<file path="src/rtl/rgb2gray_pipe.sv">
// -----------------------------------------------------------------------------
// rgb2gray_pipe
//
// Three-stage pipelined RGB to single-channel converter with a valid/ready
// handshake and a per-frame pixel counter.
//
// Modes (captured with each accepted pixel):
//   000 R bypass, 001 G bypass, 010 B bypass,
//   011 BT.601 luma  (77R + 150G + 29B + 128) >> 8,
//   100 average      (85R +  85G + 86B + 128) >> 8,
//   101..111 luma; with RGB2GRAY_INVERT_EN defined, 101 is inverted luma.
//
// Optional feature macro: RGB2GRAY_INVERT_EN
//
// Ports:
//   clk            in   system clock, rising edge
//   reset          in   synchronous active-high reset
//   r_data_in      in   red component   [WIDTH-1:0]
//   g_data_in      in   green component [WIDTH-1:0]
//   b_data_in      in   blue component  [WIDTH-1:0]
//   mode           in   conversion mode [2:0]
//   data_in_done   in   input valid
//   data_in_ready  out  input accepted this cycle
//   data_out       out  converted sample [WIDTH-1:0]
//   data_out_done  out  output valid
//   data_out_ready in   downstream accepts output this cycle
//   pixel_count    out  output transfers so far in the frame [CNT_W-1:0]
//   frame_done     out  one-cycle pulse after the last pixel of a frame
// -----------------------------------------------------------------------------
module rgb2gray_pipe #(
  parameter int WIDTH        = 8,
  parameter int FRAME_PIXELS = 2073600,
  parameter int CNT_W        = 22
) (
  input  logic             clk,
  input  logic             reset,
  input  logic [WIDTH-1:0] r_data_in,
  input  logic [WIDTH-1:0] g_data_in,
  input  logic [WIDTH-1:0] b_data_in,
  input  logic [2:0]       mode,
  input  logic             data_in_done,
  output logic             data_in_ready,
  output logic [WIDTH-1:0] data_out,
  output logic             data_out_done,
  input  logic             data_out_ready,
  output logic [CNT_W-1:0] pixel_count,
  output logic             frame_done
);

  localparam int PW = WIDTH + 8;   // product width
  localparam int SW = WIDTH + 10;  // sum width

  localparam logic [WIDTH-1:0] MAX_VAL   = '1;
  localparam logic [SW-1:0]    ROUND     = SW'(128);
  localparam logic [SW-1:0]    MAX_WIDE  = SW'(MAX_VAL);
  localparam logic [CNT_W-1:0] CNT_LAST  = CNT_W'(FRAME_PIXELS - 1);
  localparam logic [CNT_W-1:0] CNT_ONE   = CNT_W'(1);

  typedef enum logic [2:0] {
    MODE_R    = 3'b000,
    MODE_G    = 3'b001,
    MODE_B    = 3'b010,
    MODE_LUMA = 3'b011,
    MODE_AVG  = 3'b100,
    MODE_INV  = 3'b101
  } mode_e;

  // The whole pipe moves as one; a full output slot that is not being taken
  // freezes every stage, bubbles included.
  logic advance;
  assign advance       = !data_out_done || data_out_ready;
  assign data_in_ready = advance;

  // ---------------------------------------------------------------------------
  // S1: capture pixel and mode
  // ---------------------------------------------------------------------------
  logic             v1;
  logic [WIDTH-1:0] r1, g1, b1;
  logic [2:0]       mode1;

  // NOTE: only valid bits (and the architecturally visible outputs) are reset;
  // datapath registers are qualified by their valid bit and need no reset.
  always_ff @(posedge clk) begin
    if (reset) begin
      v1 <= 1'b0;
    end else if (advance) begin
      v1 <= data_in_done;
    end
    if (advance) begin
      r1    <= r_data_in;
      g1    <= g_data_in;
      b1    <= b_data_in;
      mode1 <= mode;
    end
  end

  // ---------------------------------------------------------------------------
  // S2: coefficient select and products
  // ---------------------------------------------------------------------------
  logic [7:0]       coef_r, coef_g, coef_b;
  logic             byp_sel;
  logic [WIDTH-1:0] byp_val;
`ifdef RGB2GRAY_INVERT_EN
  logic             inv_sel;
`endif

  // NOTE: every output of a combinational block gets a default first so no
  // latch can be inferred for an unlisted case.
  always_comb begin
    coef_r  = 8'd77;
    coef_g  = 8'd150;
    coef_b  = 8'd29;
    byp_sel = 1'b0;
    byp_val = r1;
`ifdef RGB2GRAY_INVERT_EN
    inv_sel = 1'b0;
`endif
    case (mode1)
      MODE_R: begin
        byp_sel = 1'b1;
        byp_val = r1;
      end
      MODE_G: begin
        byp_sel = 1'b1;
        byp_val = g1;
      end
      MODE_B: begin
        byp_sel = 1'b1;
        byp_val = b1;
      end
      MODE_AVG: begin
        coef_r = 8'd85;
        coef_g = 8'd85;
        coef_b = 8'd86;
      end
`ifdef RGB2GRAY_INVERT_EN
      MODE_INV: inv_sel = 1'b1;
`endif
      default: ;  // MODE_LUMA and unused codes keep the luma defaults
    endcase
  end

  logic             v2;
  logic [PW-1:0]    p_r, p_g, p_b;
  logic             byp2;
  logic [WIDTH-1:0] byp_val2;
`ifdef RGB2GRAY_INVERT_EN
  logic             inv2;
`endif

  always_ff @(posedge clk) begin
    if (reset) begin
      v2 <= 1'b0;
    end else if (advance) begin
      v2 <= v1;
    end
    if (advance) begin
      p_r      <= PW'(r1) * PW'(coef_r);
      p_g      <= PW'(g1) * PW'(coef_g);
      p_b      <= PW'(b1) * PW'(coef_b);
      byp2     <= byp_sel;
      byp_val2 <= byp_val;
`ifdef RGB2GRAY_INVERT_EN
      inv2     <= inv_sel;
`endif
    end
  end

  // ---------------------------------------------------------------------------
  // S3: sum, round, saturate (and optional invert) into data_out
  // ---------------------------------------------------------------------------
  logic [SW-1:0]    sum;
  logic [SW-1:0]    shifted;
  logic [WIDTH-1:0] sat;
  logic [WIDTH-1:0] result;

  always_comb begin
    sum     = SW'(p_r) + SW'(p_g) + SW'(p_b) + ROUND;
    shifted = sum >> 8;
    sat     = (shifted > MAX_WIDE) ? MAX_VAL : shifted[WIDTH-1:0];
`ifdef RGB2GRAY_INVERT_EN
    // Inversion follows saturation so it always lands inside 0..MAX_VAL.
    result  = byp2 ? byp_val2 : (inv2 ? (MAX_VAL - sat) : sat);
`else
    result  = byp2 ? byp_val2 : sat;
`endif
  end

  always_ff @(posedge clk) begin
    if (reset) begin
      data_out_done <= 1'b0;
      data_out      <= '0;
    end else if (advance) begin
      data_out_done <= v2;
      // A bubble leaves the last sample in place; only done qualifies it.
      if (v2) begin
        data_out <= result;
      end
    end
  end

  // ---------------------------------------------------------------------------
  // Frame counter
  // ---------------------------------------------------------------------------
  logic out_xfer;
  assign out_xfer = data_out_done && data_out_ready;

  always_ff @(posedge clk) begin
    if (reset) begin
      pixel_count <= '0;
      frame_done  <= 1'b0;
    end else begin
      frame_done <= 1'b0;
      if (out_xfer) begin
        if (pixel_count == CNT_LAST) begin
          pixel_count <= '0;
          frame_done  <= 1'b1;
        end else begin
          pixel_count <= pixel_count + CNT_ONE;
        end
      end
    end
  end

endmodule

</file>
<file path="config.mk">
export PLATFORM = sky130hd
export DESIGN_NAME = rgb2gray_pipe
export DESIGN_NICKNAME = d
export VERILOG_FILES = /design/src/rtl/rgb2gray_pipe.sv
export SDC_FILE = /design/constraint.sdc
export NUM_CORES = 1
export LEC_CHECK = 0
export CAP_MARGIN = 20
export CORE_UTILIZATION = 60
export CTS_CLUSTER_DIAMETER = 150
export CTS_CLUSTER_SIZE = 8
export DETAILED_ROUTE_END_ITERATION = 8
export PLACE_DENSITY = 0.87
export SETUP_SLACK_MARGIN = 0.2
export SLEW_MARGIN = 5
export SYNTH_ARGS = -nofsm -noshare
export SYNTH_HDL_FRONTEND = slang
export SYNTH_SLANG_ARGS = --single-unit
</file>
<file path="constraint.sdc">
create_clock -name clk -period 7.43 [get_ports clk]
set_input_delay 1.486 -clock clk [delete_from_list [all_inputs] [get_ports clk]]
set_output_delay 1.486 -clock clk [all_outputs]
set_load 0.01 [all_outputs]
</file>
# After elaboration in Yosys (flattened, before gate mapping)
# Index checks and enable logic that the tools add are counted.
[word_totals]
ff_bits = 118
in_bits = 31
output_inout_bits = 33
[classes]
addsub = 4
mul = 3
magnitude_cmp = 1
eq_ne = 4
n_mux = 9
bitwise_logic = 1
n_reduce_logical = 7
[op_table]
columns = ["cell", "count"]
rows = [
  ["multiplier 8 x 8 -> 16 bit", 3],
  ["2-to-1 mux 8 bit", 3],
  ["adder 22 x 1 -> 22 bit, second input constant", 1],
  ["== test 22 x 21 -> 1 bit, second input constant", 1],
  ["2-to-1 mux 22 bit", 1],
  ["adder 17 x 16 -> 18 bit", 1],
  ["adder 18 x 8 -> 18 bit, second input constant", 1],
  ["adder 16 x 16 -> 17 bit", 1],
  ["one-hot mux 8 bit (2 select lines)", 1],
  ["> comparator 10 x 8 -> 1 bit, second input constant", 1],
  ["2-to-1 mux 7 bit", 1],
  ["2-to-1 mux 5 bit", 1],
  ["== test 3 x 1 -> 1 bit, second input constant", 1],
  ["== test 3 x 2 -> 1 bit, second input constant", 1],
  ["== test 3 bit, second input constant", 1],
  ["logical NOT 3 bit", 1],
  ["OR reduction 3 bit", 1],
  ["2-to-1 mux 1 bit", 2],
  ["AND reduction 2 bit", 1],
  ["OR reduction 2 bit", 1],
  ["logical AND 1 bit", 1],
  ["logical NOT 1 bit", 1],
  ["logical OR 1 bit", 1],
  ["inverter 1 bit", 1],
]

# Longest topological paths before layout
[depth]
word_depth = 6
depth_mapped = 22
ltp_nobuf = 20

# Least setup slack after synthesis
# No wires, ideal clock.
[synth_timing]
path_type = "in2out"
from = "input port data_out_ready"
to = "output port data_in_ready"
arrival_ps = 4094
path_slack_ps = 1850
stages = 2
n_path_buf = 1
cell_sequence = "nand2b_1 > clkbuf_1"
[synth_via]
elab_chain_len = 1
[synth_lines]
columns = ["item", "line_no", "source"]
rows = [
  ["start, declared", "45", "input logic data_out_ready,"],
  ["logical OR 1 bit", "71", "assign advance = !data_out_done || data_out_ready;"],
  ["end, declared", "42", "output logic data_in_ready,"],
]
# Every way passes these cells.

# Final worst setup path
[layout_timing]
from = "register mode1[1]"
to = "register p_b[14], data pin"
[layout_via]
elab_chain_len = 3
[layout_lines]
columns = ["item", "line_no", "source"]
rows = [
  ["start, declared", "79", "logic [2:0] mode1;"],
  ["start signal, assigned", "93", "mode1 <= mode;"],
  ["== test 3 bit", "118", "case (mode1)"],
  ["2-to-1 mux 7 bit", "118", ""],
  ["multiplier 8 x 8 -> 16 bit", "160", "p_b <= PW'(b1) * PW'(coef_b);"],
  ["end signal, assigned", "160", ""],
  ["end, declared", "144", "logic [PW-1:0] p_r, p_g, p_b;"],
]
# Every way passes these cells.
# A chain may end at the register's enable or synchronous reset.

==> metrics.yaml <==
hp-start: "data_out[3]"
hold_end: "data_out[3]"
final_common_cell: "inv_1"
clockBufferDepth: 2
final_max_slew_viol_count: 0
die_x_um: 129.3
drc: 0
area_delta_synth_final_pct: 15.44
r2r_end: "p_b[14]"
setup_viol: 0
rows: 46
place_area_um2: 10630
antenna_found_initial: 1
seq_area_frac_synth_pct: 32.97
postSynth.asyncResetShare_pct: 0
hold_class: "reg2reg"
timing.final.ws_setup_ps: 1654
dr.pass1.iters: 5
hold_path_depth: 2
routed_wl_um: 19670
cts_setup_buffers: 0
hpwlAfterDp_um: 15460
grt_max_degree: 57
first_iter_violations: 391
yosysWarnings: 0
viasPerCell: 5.408
drive_gt1_share_pct: 4.493
tightest_slew_ps: 835.9
grt_first_pass_wirelength_um: 32300
ys_types: 55
clk_latency_ps: 430
ios: 64
gp_congestion: 0.8888
power.leakage_nw: 5.442
cp_max_fo: 26
synth_ff_type: "edfxtp_1"
use_met2_pct: 44.66
vias: 6825
finClkSkew_ps: 7.820
crit_arrival_ps: 5960
fmax_ghz: 0.1731
die-area_um2: 16710
die_y_um: 129.3
mappedNetlistArea_um2: 9716
setup_tns_ps: 0
htree_levels: 4
io_buffers: 63
worstSetupPathType: "reg2reg"
pre_cts_slack_ps: 1677
avgRoutedWirePerCell_um: 15.59
nets: 1286
fillers: 1111
finalPower_w: 0.004247
rsz0062_at_grt: "no"
maxCapViolations: 0
end_kind: "flop"
reg2reg_from: "mode1[1]"
synth.top_cell.area_share_pct: 25.96
cts_resized: 0
root_buffer: "clkbuf_16"
max_slew_margin_pct: 44.27
power_density_nw_per_um2: 378.6
synth_area_leader_cell: "edfxtp_1"
synth-seq-cells: 118
overflow: 0
crit_required_ps: 7610
vdd_drop_max_mv: 0.2732
clkTransAtPathRegs_ps: 60
busiest_layer: "met2"
diodes: 0
core-area_um2: 15830
start_util_pct: 61.38
hold_buffers: 0
cts.sinks: 118
cts_buffers: 17
synth_edf_count: 84
ant_nets: 0
status: "finished, final reports clean"
r2r_slack_ps: 1650
ys_top_cells_by_area: "edfxtp_1 26%, ha_1 19%, fa_1 15%, inv_1 7.6%, dfxtp_1 7.0%"
hold_viol: 0
final_util_pct: 70.86
reg2reg_depth: 19
global_route.usage.met3_pct: 6.978
min_period_over_period_pct: 77.74
grt_usage_pct: 25.72
layout_common_cells: "196 x inv_1, 150 x ha_1, 84 x edfxtp_1, 72 x fa_1, 64 x nand2_1"
cp-start-kind: "flop"
grt_use_met1_pct: 30.24
design_area_um2: 11220
grt_pass1_vias: 6875
syn_inst: 956
min_period_ps: 5776
cts_tree: "built"
syn_avg_cell_area_um2: 10.16
[power breakdown]
| part | internal [W] | switching (W) | total, W |
|---|---|---|---|
| Sequential | 0.000908 | 0.0000669 | 0.000975 |
| Clock | 0.000484 | 0.000332 | 0.000816 |
| Combinational | 0.00111 | 0.00135 | 0.00246 |
| Total | 0.00250 | 0.00175 | 0.00425 |
[logic make-up (layout without fill, tap and decap cells)]
kind of cell	count (synthesis)	after routing	synth area share [%]
buffers and inverters	212	294	8.191
adder cells (fa/ha/maj)	222	222	34.15
other	2	10	0.07730
XOR/XNOR	52	52	4.688
AO/OA/AOI/OAI	135	135	9.350
multiplexers	2	2	0.2061
flip-flops	118	118	32.97
AND/OR/NAND/NOR	213	213	10.37
[per-layer routing]
layer / up-vias / wire length, um
li1: 3328 / -
met1: 3242 / 8259
met2: 208 / 9830
met3: 45 / 1152
met4: 2 / 415
met5: - / 13
[worst max-delay path, stage by stage, from the launching register on]
cell and delay [ps]:
edfxtp_1 620, or3_1 810, nand2_1 260, inv_1 80, fa_1 500, inv_1 50, fa_1 480, inv_1 60
fa_1 540, inv_1 60, fa_1 530, inv_1 40, ha_1 350, nor3_1 160, nor2_1 70, a31oi_1 240
nor2b_1 80, o21a_1 190, o41ai_1 300, xnor2_1 100
[cell usage after synthesis, types with 12 or more instances]
library cell	count
ha_1	150
xor2_1	16
and2_1	22
edfxtp_1	84
fa_1	72
clkbuf_1	15
nand2_1	64
nand3_1	13
xnor2_1	36
o21a_1	12
o22ai_1	17
a21oi_1	46
dfxtp_1	34
inv_1	196
nor2_1	63
[layout make-up]
type,count,area (um2),share of cell area [%]
multi-input combinational,634,5759,51.35
sequential,118,3203,28.56
inverter,196,735.7,6.560
timing repair buffer,66,656.9,5.857
clock buffer,20,489.2,4.362
tap,216,270.3,2.410
clock inverter,12,101.3,0.9036
[metrics by stage]
step,hold WS (ps),cells
after detailed placement,430.8,1230
after floorplan,453.7,964
final,433.5,1262
after global routing,463.6,1262
after global placement,428.9,1229
after CTS,438.8,1262
[registers in the layout, indices dropped and copies added, names as in the netlist, 3 cells and up]
name and count:
pixel_count 22, p_b 16, byp_val2 8, b1 8, p_r 16, r1 8
data_out 8, g1 8, mode1 3, p_g 16
[worst max-delay path by stage]
stage | start | to | slack (ps) | cells past startpoint
2_1_floorplan | data_out_ready | data_in_ready | 1850 | 2
3_3_place_gp | mode1[1] | p_b[14] | 1870 | 19
3_5_place_dp | mode1[1] | p_b[14] | 1680 | 19
4_1_cts | mode1[1] | p_b[14] | 1690 | 19
5_1_grt | mode1[1] | p_b[14] | 1300 | 19
6_report | mode1[1] | p_b[14] | 1650 | 19
(Power assumes the default switching activity.)
